[config.mk]
export PLATFORM = sky130hd
export DESIGN_NAME = mux_select_arbiter
export DESIGN_NICKNAME = d
export VERILOG_FILES = /design/src/rtl/mux_sel_pkg.sv /design/src/rtl/rr_priority_pick.sv /design/src/rtl/mux_select_arbiter.sv
export SDC_FILE = /design/constraint.sdc
export NUM_CORES = 1
export LEC_CHECK = 0
export BUFFER_PORTS_ARGS = -buffer_cell sky130_fd_sc_hd__buf_2
export CAP_MARGIN = 10
export CORE_MARGIN = 1.5
export CORE_UTILIZATION = 60
export DETAILED_ROUTE_END_ITERATION = 6
export GPL_TIMING_DRIVEN = 1
export PLACE_DENSITY = 0.81
export RECOVER_POWER = 25
export REMOVE_ABC_BUFFERS = 1
export SYNTH_ARGS = -nofsm -noshare
export SYNTH_HDL_FRONTEND = slang
export SYNTH_SLANG_ARGS = --single-unit
[constraint.sdc]
create_clock -name clock -period 3.9 [get_ports clock]
set_clock_uncertainty 0.1 [all_clocks]
set_input_delay 0.585 -clock clock [delete_from_list [all_inputs] [get_ports clock]]
set_output_delay 0.585 -clock clock [all_outputs]
set_load 0.005 [all_outputs]
[src/rtl/mux_sel_pkg.sv]
// Shared types and helpers for the mux select arbiter.
package mux_sel_pkg;

    localparam int unsigned NUM_CH = 4;

    typedef enum logic {IDLE, GRANT} arb_state_t;

    typedef logic [1:0] sel_t;

    // Round-robin search starting at last+1, wrapping; first set bit wins.
    // Returns 'last' when no request is set (caller qualifies with |req).
    function automatic sel_t rr_pick(logic [NUM_CH-1:0] req, sel_t last);
        sel_t idx;
        rr_pick = last;
        // Walk from the farthest offset down so the nearest set bit is written last.
        for (int i = NUM_CH; i >= 1; i--) begin
            idx = last + sel_t'(i);
            if (req[idx]) begin
                rr_pick = idx;
            end
        end
    endfunction

    function automatic logic [NUM_CH-1:0] sel2onehot(sel_t s);
        sel2onehot    = '0;
        sel2onehot[s] = 1'b1;
    endfunction

endpackage

[src/rtl/rr_priority_pick.sv]
// Combinational rotate-and-find-first over the four request lines.
module rr_priority_pick
    import mux_sel_pkg::*;
(
    input  logic [NUM_CH-1:0] req_i,
    input  sel_t              last_i,
    output sel_t              pick_o,
    output logic              any_o
);

    // Pick the next channel after last_i and flag whether any request exists.
    always_comb begin
        pick_o = rr_pick(req_i, last_i);
        any_o  = |req_i;
    end

endmodule

[src/rtl/mux_select_arbiter.sv]
// Round-robin arbiter driving the 4:1 mux select pair with a bounded tenure.
// Optional feature: define MUX_SEL_LOCK_EN to add a 'lock' input that suppresses
// preemption of the current holder while its request stays high.
module mux_select_arbiter
    import mux_sel_pkg::*;
#(
    parameter int unsigned MAX_HOLD = 8,
    parameter int unsigned CNT_W    = 8
) (
    input  logic              clock,
    input  logic              n_reset,
    input  logic [NUM_CH-1:0] req,
`ifdef MUX_SEL_LOCK_EN
    input  logic              lock,
`endif
    output logic              s1,
    output logic              s0,
    output logic [NUM_CH-1:0] grant,
    output logic              valid
);

    // Catch illegal configurations at elaboration time.
    if (MAX_HOLD < 2 || MAX_HOLD > 255) begin : g_bad_max_hold
        $error("MAX_HOLD must be within 2..255");
    end
    if ((64'd1 << CNT_W) <= 64'(MAX_HOLD)) begin : g_bad_cnt_w
        $error("CNT_W too narrow for MAX_HOLD");
    end

    localparam logic [CNT_W-1:0] HoldMax = CNT_W'(MAX_HOLD - 1);

    arb_state_t        state_q;
    sel_t              last_q;
    sel_t              sel_q;
    logic [CNT_W-1:0]  hold_cnt_q;
    logic [NUM_CH-1:0] grant_q;
    logic              valid_q;

    logic [NUM_CH-1:0] req_masked;
    sel_t              pick;
    logic              pick_any;
    logic              lock_hold;

`ifdef MUX_SEL_LOCK_EN
    assign lock_hold = lock;
`else
    assign lock_hold = 1'b0;
`endif

    // In GRANT the holder is masked out so pick_any means "someone else is waiting".
    always_comb begin
        req_masked = req;
        if (state_q == GRANT) begin
            req_masked = req & ~sel2onehot(last_q);
        end
    end

    rr_priority_pick u_pick (
        .req_i  (req_masked),
        .last_i (last_q),
        .pick_o (pick),
        .any_o  (pick_any)
    );

    // Arbiter FSM with all outputs registered.
    always_ff @(posedge clock or negedge n_reset) begin
        if (!n_reset) begin
            state_q    <= IDLE;
            last_q     <= sel_t'(2'd3);
            sel_q      <= '0;
            hold_cnt_q <= '0;
            grant_q    <= '0;
            valid_q    <= 1'b0;
        end else begin
            unique case (state_q)
                IDLE: begin
                    if (pick_any) begin
                        state_q    <= GRANT;
                        grant_q    <= sel2onehot(pick);
                        sel_q      <= pick;
                        valid_q    <= 1'b1;
                        last_q     <= pick;
                        hold_cnt_q <= '0;
                    end
                end
                GRANT: begin
                    if (req[last_q]) begin
                        if (hold_cnt_q < HoldMax) begin
                            hold_cnt_q <= hold_cnt_q + CNT_W'(1);
                        end else if (pick_any && !lock_hold) begin
                            // Tenure expired with others waiting: hand over.
                            grant_q    <= sel2onehot(pick);
                            sel_q      <= pick;
                            last_q     <= pick;
                            hold_cnt_q <= '0;
                        end else begin
                            hold_cnt_q <= HoldMax;
                        end
                    end else if (pick_any) begin
                        // Holder released: switch with no idle bubble.
                        grant_q    <= sel2onehot(pick);
                        sel_q      <= pick;
                        last_q     <= pick;
                        hold_cnt_q <= '0;
                    end else begin
                        // Nobody left; select lines keep their last value.
                        state_q    <= IDLE;
                        grant_q    <= '0;
                        valid_q    <= 1'b0;
                        hold_cnt_q <= '0;
                    end
                end
                default: begin
                    state_q <= IDLE;
                end
            endcase
        end
    end

    assign s1    = sel_q[1];
    assign s0    = sel_q[0];
    assign grant = grant_q;
    assign valid = valid_q;

endmodule

### Word-level counts from Yosys, hierarchy flattened

Cells that the tools add are included.

| cells by class | value |
|---|---|
| add/sub/neg operators | 4 |
| magnitude comparators | 8 |
| equality and inequality tests | 4 |
| multiplexer cells | 41 |
| bitwise logic cells | 3 |
| reduce and logical (&&, ||, !) cells | 4 |

Operator list:

| kind | number |
|---|---|
| $mux 8 | 3 |
| $mux 4 | 5 |
| $mux 2 | 9 |
| $pmux 8 s2 | 1 |
| $lt 2x3->1 const B | 5 |
| $mux 1 | 11 |
| $add 8x1->8 const B | 1 |
| $bmux 1 s2 | 4 |
| $lt 8x3->1 const B | 1 |
| $pmux 2 s2 | 2 |
| $pmux 4 s2 | 1 |
| $ne 2x2->1 const B | 3 |
| $add 2x2->2 const B | 2 |
| $and 4x4->4 | 1 |
| $demux 1 s2 | 2 |
| $ge 2x1->1 const B | 2 |
| $not 4->4 | 1 |
| $pmux 1 s2 | 2 |
| $reduce_or 4->1 | 1 |
| $mux 3 | 1 |
| $ne 3x3->1 const B | 1 |
| $reduce_and 3->1 | 1 |
| $add 2x1->2 const B | 1 |
| $logic_and 1x1->1 | 2 |
| $not 1->1 | 1 |

| storage, ports and cells | value |
|---|---|
| register bits | 18 |
| output and inout bits | 7 |
| logic and storage cells | 70 |

### Logic depth before layout (Yosys ltp)

| depth | value |
|---|---|
| depth after elaboration | 20 |
| depth in mapped cells | 10 |
| gate-level depth less buffers | 8 |

### Modules after synthesis

From an unflattened synthesis, not the netlist that was laid out.

| unflattened totals | value |
|---|---|
| cell total of the unflattened synthesis | 100 |
| area total of the unflattened synthesis | 1032.2 µm² |

Modules (own cells, without submodules):

| module | instances | cells an instance | area each (µm²) | seq. area each (µm²) |
|---|---|---|---|---|
| mux_select_arbiter | 1 | 88 | 945.9 | 452.9 |
| rr_priority_pick | 1 | 12 | 86.3 | 0.0 |

### Least setup slack after synthesis

No wires, ideal clock.

| path | value |
|---|---|
| path kind | register to register |
| start | register last_q[0] |
| end | register grant_q[3], in the netlist grant[3] |
| library setup time | 0.074 ns |
| arrival time | 2.232 ns |
| data required time | 3.726 ns |
| path slack | 1.494 ns |
| stages on the path, launching flop included | 10 |
| buffers on the path | 1 |
| cell sequence | dfstp_2 > buf_4 > inv_1 > ha_1 > mux2_2 > a21oi_2 > a21oi_1 > or3_1 > a21bo_4 > o21ai_2 |

| between the ends | value |
|---|---|
| word-level cells in the longest chain between the ends | 20 |
| elaborated cells between the ends (all ways) | 34 |
| classes of those cells | add/sub (3); order compare (4); eq/ne (1); mux (21); bitwise (2); reduce/logical (3) |

Ends and longest elaborated chain:

| element | line | source |
|---|---|---|
| start, declared | mux_select_arbiter.sv:33 | `sel_t last_q;` |
| start signal, assigned | mux_select_arbiter.sv:69 | `last_q <= sel_t'(2'd3);` |
| start signal, assigned | mux_select_arbiter.sv:82 | `last_q <= pick;` |
| start signal, assigned | mux_select_arbiter.sv:94 | `last_q <= pick;` |
| $lt 2x3->1 / $ge 2x1->1 (equally long branches) | n/a |  |
| $logic_and 1x1->1 (implied by the code) | mux_sel_pkg.sv:26 | `sel2onehot[s] = 1'b1;` |
| $mux 1 (implied by the code) | mux_sel_pkg.sv:26 |  |
| $demux 1 s2 | mux_sel_pkg.sv:26 |  |
| $not 4->4 | mux_select_arbiter.sv:54 | `req_masked = req & ~sel2onehot(last_q);` |
| $and 4x4->4 | mux_select_arbiter.sv:54 |  |
| $mux 4 | mux_select_arbiter.sv:53 | `if (state_q == GRANT) begin` |
| $bmux 1 s2 | mux_sel_pkg.sv:18 | `if (req[idx]) begin` |
| (+4 left out) | n/a |  |
| $lt 2x3->1 (implied by the code) / $ge 2x1->1 (equally long branches) | mux_sel_pkg.sv:26 |  |
| $logic_and 1x1->1 (implied by the code) | mux_sel_pkg.sv:26 |  |
| $mux 1 (implied by the code) | mux_sel_pkg.sv:26 |  |
| $demux 1 s2 | mux_sel_pkg.sv:26 |  |
| $mux 4 | mux_select_arbiter.sv:77, mux_select_arbiter.sv:90 |  |
| $mux 4 | mux_select_arbiter.sv:88 | `if (hold_cnt_q < HoldMax) begin` |
| $mux 4 | mux_select_arbiter.sv:87 | `if (req[last_q]) begin` |
| $pmux 4 s2 | mux_select_arbiter.sv:75 | `unique case (state_q)` |
| end signal, assigned | mux_select_arbiter.sv:79 | `grant_q <= sel2onehot(pick);` |
| end signal, assigned | mux_select_arbiter.sv:92 | `grant_q <= sel2onehot(pick);` |
| end signal, assigned | mux_select_arbiter.sv:101 | `grant_q <= sel2onehot(pick);` |
| end, declared | mux_select_arbiter.sv:36 | `logic [NUM_CH-1:0] grant_q;` |

Parallel ways exist; a longest one is shown, timed or not. The select of a mux whose other input is x is not followed.
A chain may end at the register's enable or synchronous reset.

### Worst setup path after layout

Same ends and word-level chain as after synthesis.

==> impl_metrics.toml <==
[final_layout]
drive_above_1_share_pct = 25.55
multi_input_area_um2 = 680.7
final_cell_mix = "dfrtp_1, nand2_1, nor2_1"
nNetsFinal = 149
fillers = 164
ff_latch_area_um2 = 452.9
final_common_cell = "dfrtp_1"
syn_to_final_growth_pct = 8.412
num_antenna_cells = 0
finalNonFillerCells = 162

[pwr]
ir_drop_mv = 0.5900
p_int_mw = 0.5984
p_total_mw = 1.093
power_frac_comb_pct = 59.2
p_leak_nw = 0.6040
switching_share_pct = 45.23
power_density_mw_per_mm2 = 846.9
p_clk_share_pct = 10.6
net-switching-power_mw = 0.4941
p_seq_share_pct = 30.2

[critical_path]
r2r-end = "grant[3]"
worstPathArrival_ns = 2.78
crit_fanout = 14
worstReg2RegStart = "last_q[0]"
reg2reg_slack_ns = 1.25
required_ns = 4.03
worstSetupPathType = "register to register"
cp-end-kind = "register"
cp-start-kind = "register"
ff2ff_path_depth = 8

[logic_synthesis]
syn_inst = 124
synthSimpleGateAreaFrac_pct = 19.24
ys_seq_area_share_pct = 38.07
synth-main-ff-cell = "dfrtp_1"
synth_top_family_by_area = "compound AO/OA/AOI/OAI gates"
synth.ff_latch_count = 18
yosysUniqueCellTypes = 40
yosysTopAreaCell = "dfrtp_1"
async_reset_ff_share_pct = 100.0
ys_warn_count = 0
syn_area_per_cell_um2 = 9.596
synthAdderAreaFrac_pct = 5.258
synth_top_area_share_pct = 33.65
synth.top_cells.by_area = "dfrtp_1, ha_1, dfstp_2"
netlist_area_mm2 = 0.001190
synth_compound_area_share_pct = 22.40
synth_edf_count = 0
synth_mux_area_share_pct = 8.097
synthXorXnorAreaFrac_pct = 2.208

[cts]
cts.sinks = 18
cts_hold_buf = 0
cts_root_buf = "clkbuf_4"
clk_path_buf_depth = 2
cts_setup_buffers = 0
htreeDepth = 1
cts_tree = "built"
clkTransAtPathRegs_ns = 0.10
cts_resized = 0
clk_latency_ns = 0.30
cts_made_buffers = 3

[run]
max-cap-violations = 0

[floorplanning]
design.core.area_mm2 = 0.001802
top_level_ports = 13
dieArea_mm2 = 0.002259
die_w_um = 47.53
start_util_pct = 66.04
rows = 15
die-height_um = 47.53

[placed_design]
port_buffers = 12
finalWeightedCongestion = 0.9236
dp_hpwl_um = 1849
place_inst = 158

[route]
drc = 0
drt-initial-drc-count = 23
via_count = 965
dr.pass1.iters = 4
routed_wl_um = 2397
ant_nets = 0
wl_per_cell_um = 14.80
via_per_inst = 5.957

[status]
outcome = "complete, no violations"

[global_routing]
grt_usage_pct = 24.42
overflow = 0
grt_pass1_vias = 931
antenna_found_initial = 0
grt_max_degree = 19
grt_pass1_wl_um = 3788

[timing]
finalCriticalPeriod_ns = 2.652
rsz0062_at_grt = "no"
fmax_ghz = 0.3770
tns_ns = 0
finalCritPeriodShare_pct = 68.01
tightest_slew_ns = 0.9636
hold_viol_final = 0
relSlewSlack_pct = 35.76
fin_hold_ws_ns = 0.3056
setup_viol_count_final = 0
final_max_slew_viol_count = 0

[worst_hold_path]
hold_class = "input pin to async pin"
[worst max-delay path by stage]
stage	startpoint	end	cells after the start
2_1_floorplan	last_q[0]	grant[3]	8
3_3_place_gp	last_q[0]	grant[3]	8
3_5_place_dp	last_q[0]	grant[3]	8
4_1_cts	last_q[0]	grant[3]	8
5_1_grt	last_q[0]	grant[1]	8
6_report	last_q[0]	grant[3]	8
[power by group through the flow]
| stage | sequential (mW) | clock, mW | combinational [mW] |
|---|---|---|---|
| 3_5_place_dp | 0.333 | 0 | 0.642 |
| 5_1_grt | 0.341 | 0.124 | 0.708 |
| 4_1_cts | 0.330 | 0.117 | 0.644 |
| 2_1_floorplan | 0.321 | 0 | 0.502 |
| 3_3_place_gp | 0.329 | 0 | 0.616 |
| 6_report | 0.330 | 0.116 | 0.647 |
[kinds of logic after synthesis]
family,count (synthesis)
and+or+nand+nor,43
buffers and inverters,11
xor gates and xnor gates,3
adders and majority gates,5
muxes,8
DFF,18
AOI/OAI and AO/OA,36
[area by class of cell]
| cell class | count | share of cell area, % |
|---|---|---|
| clock buffer | 4 | 2.813 |
| inverter | 8 | 2.328 |
| multi-input combinational | 95 | 52.76 |
| sequential | 18 | 35.11 |
| tap | 25 | 2.425 |
| timing repair buffer | 12 | 4.559 |
[flip-flops by register name, indices dropped and copies added (netlist names)]
signal and cells:
sel_q 2, grant 4, last_q 2, valid 1, hold_cnt_q 8, state_q 1
[stage by stage]
stage	utilization (%)	setup slack (ns)	instance area, um2
5_1_grt	71.60	1.125	1290
4_1_cts	71.67	1.257	1291
2_1_floorplan	-	1.501	1164
3_3_place_gp	69.65	1.366	1255
3_5_place_dp	69.65	1.284	1255
6_report	71.60	1.248	1290
[per-layer routing]
metal	part of all wire, %	up-vias	GRT usage [%]
met1	42	469	28.17
met4	2.9	0	15.14
met5	0	-	0
li1	-	472	-
met2	53	18	42.16
met3	2.1	6	3.774
[synth_stat cells (all sizes together), types with 3 or more instances]
| master | instances |
|---|---|
| nor2 | 12 |
| a21oi | 10 |
| o211ai | 3 |
| o21ai | 6 |
| mux2i | 4 |
| nand2b | 4 |
| inv | 8 |
| buf | 3 |
| o2111ai | 3 |
| xnor2 | 3 |
| a31oi | 3 |
| mux2 | 3 |
| and2 | 5 |
| ha | 5 |
| nand2 | 13 |
| nand3 | 4 |
| dfrtp | 16 |
[critical path: stages (launching register included)]
cell,delay [ns]
dfstp_2,0.75
inv_1,0.17
ha_1,0.28
mux2_2,0.29
a21oi_2,0.19
a21oi_1,0.08
or3_1,0.36
a21bo_4,0.25
o21ai_2,0.11
Note: power is estimated with default switching activity, not from simulation.
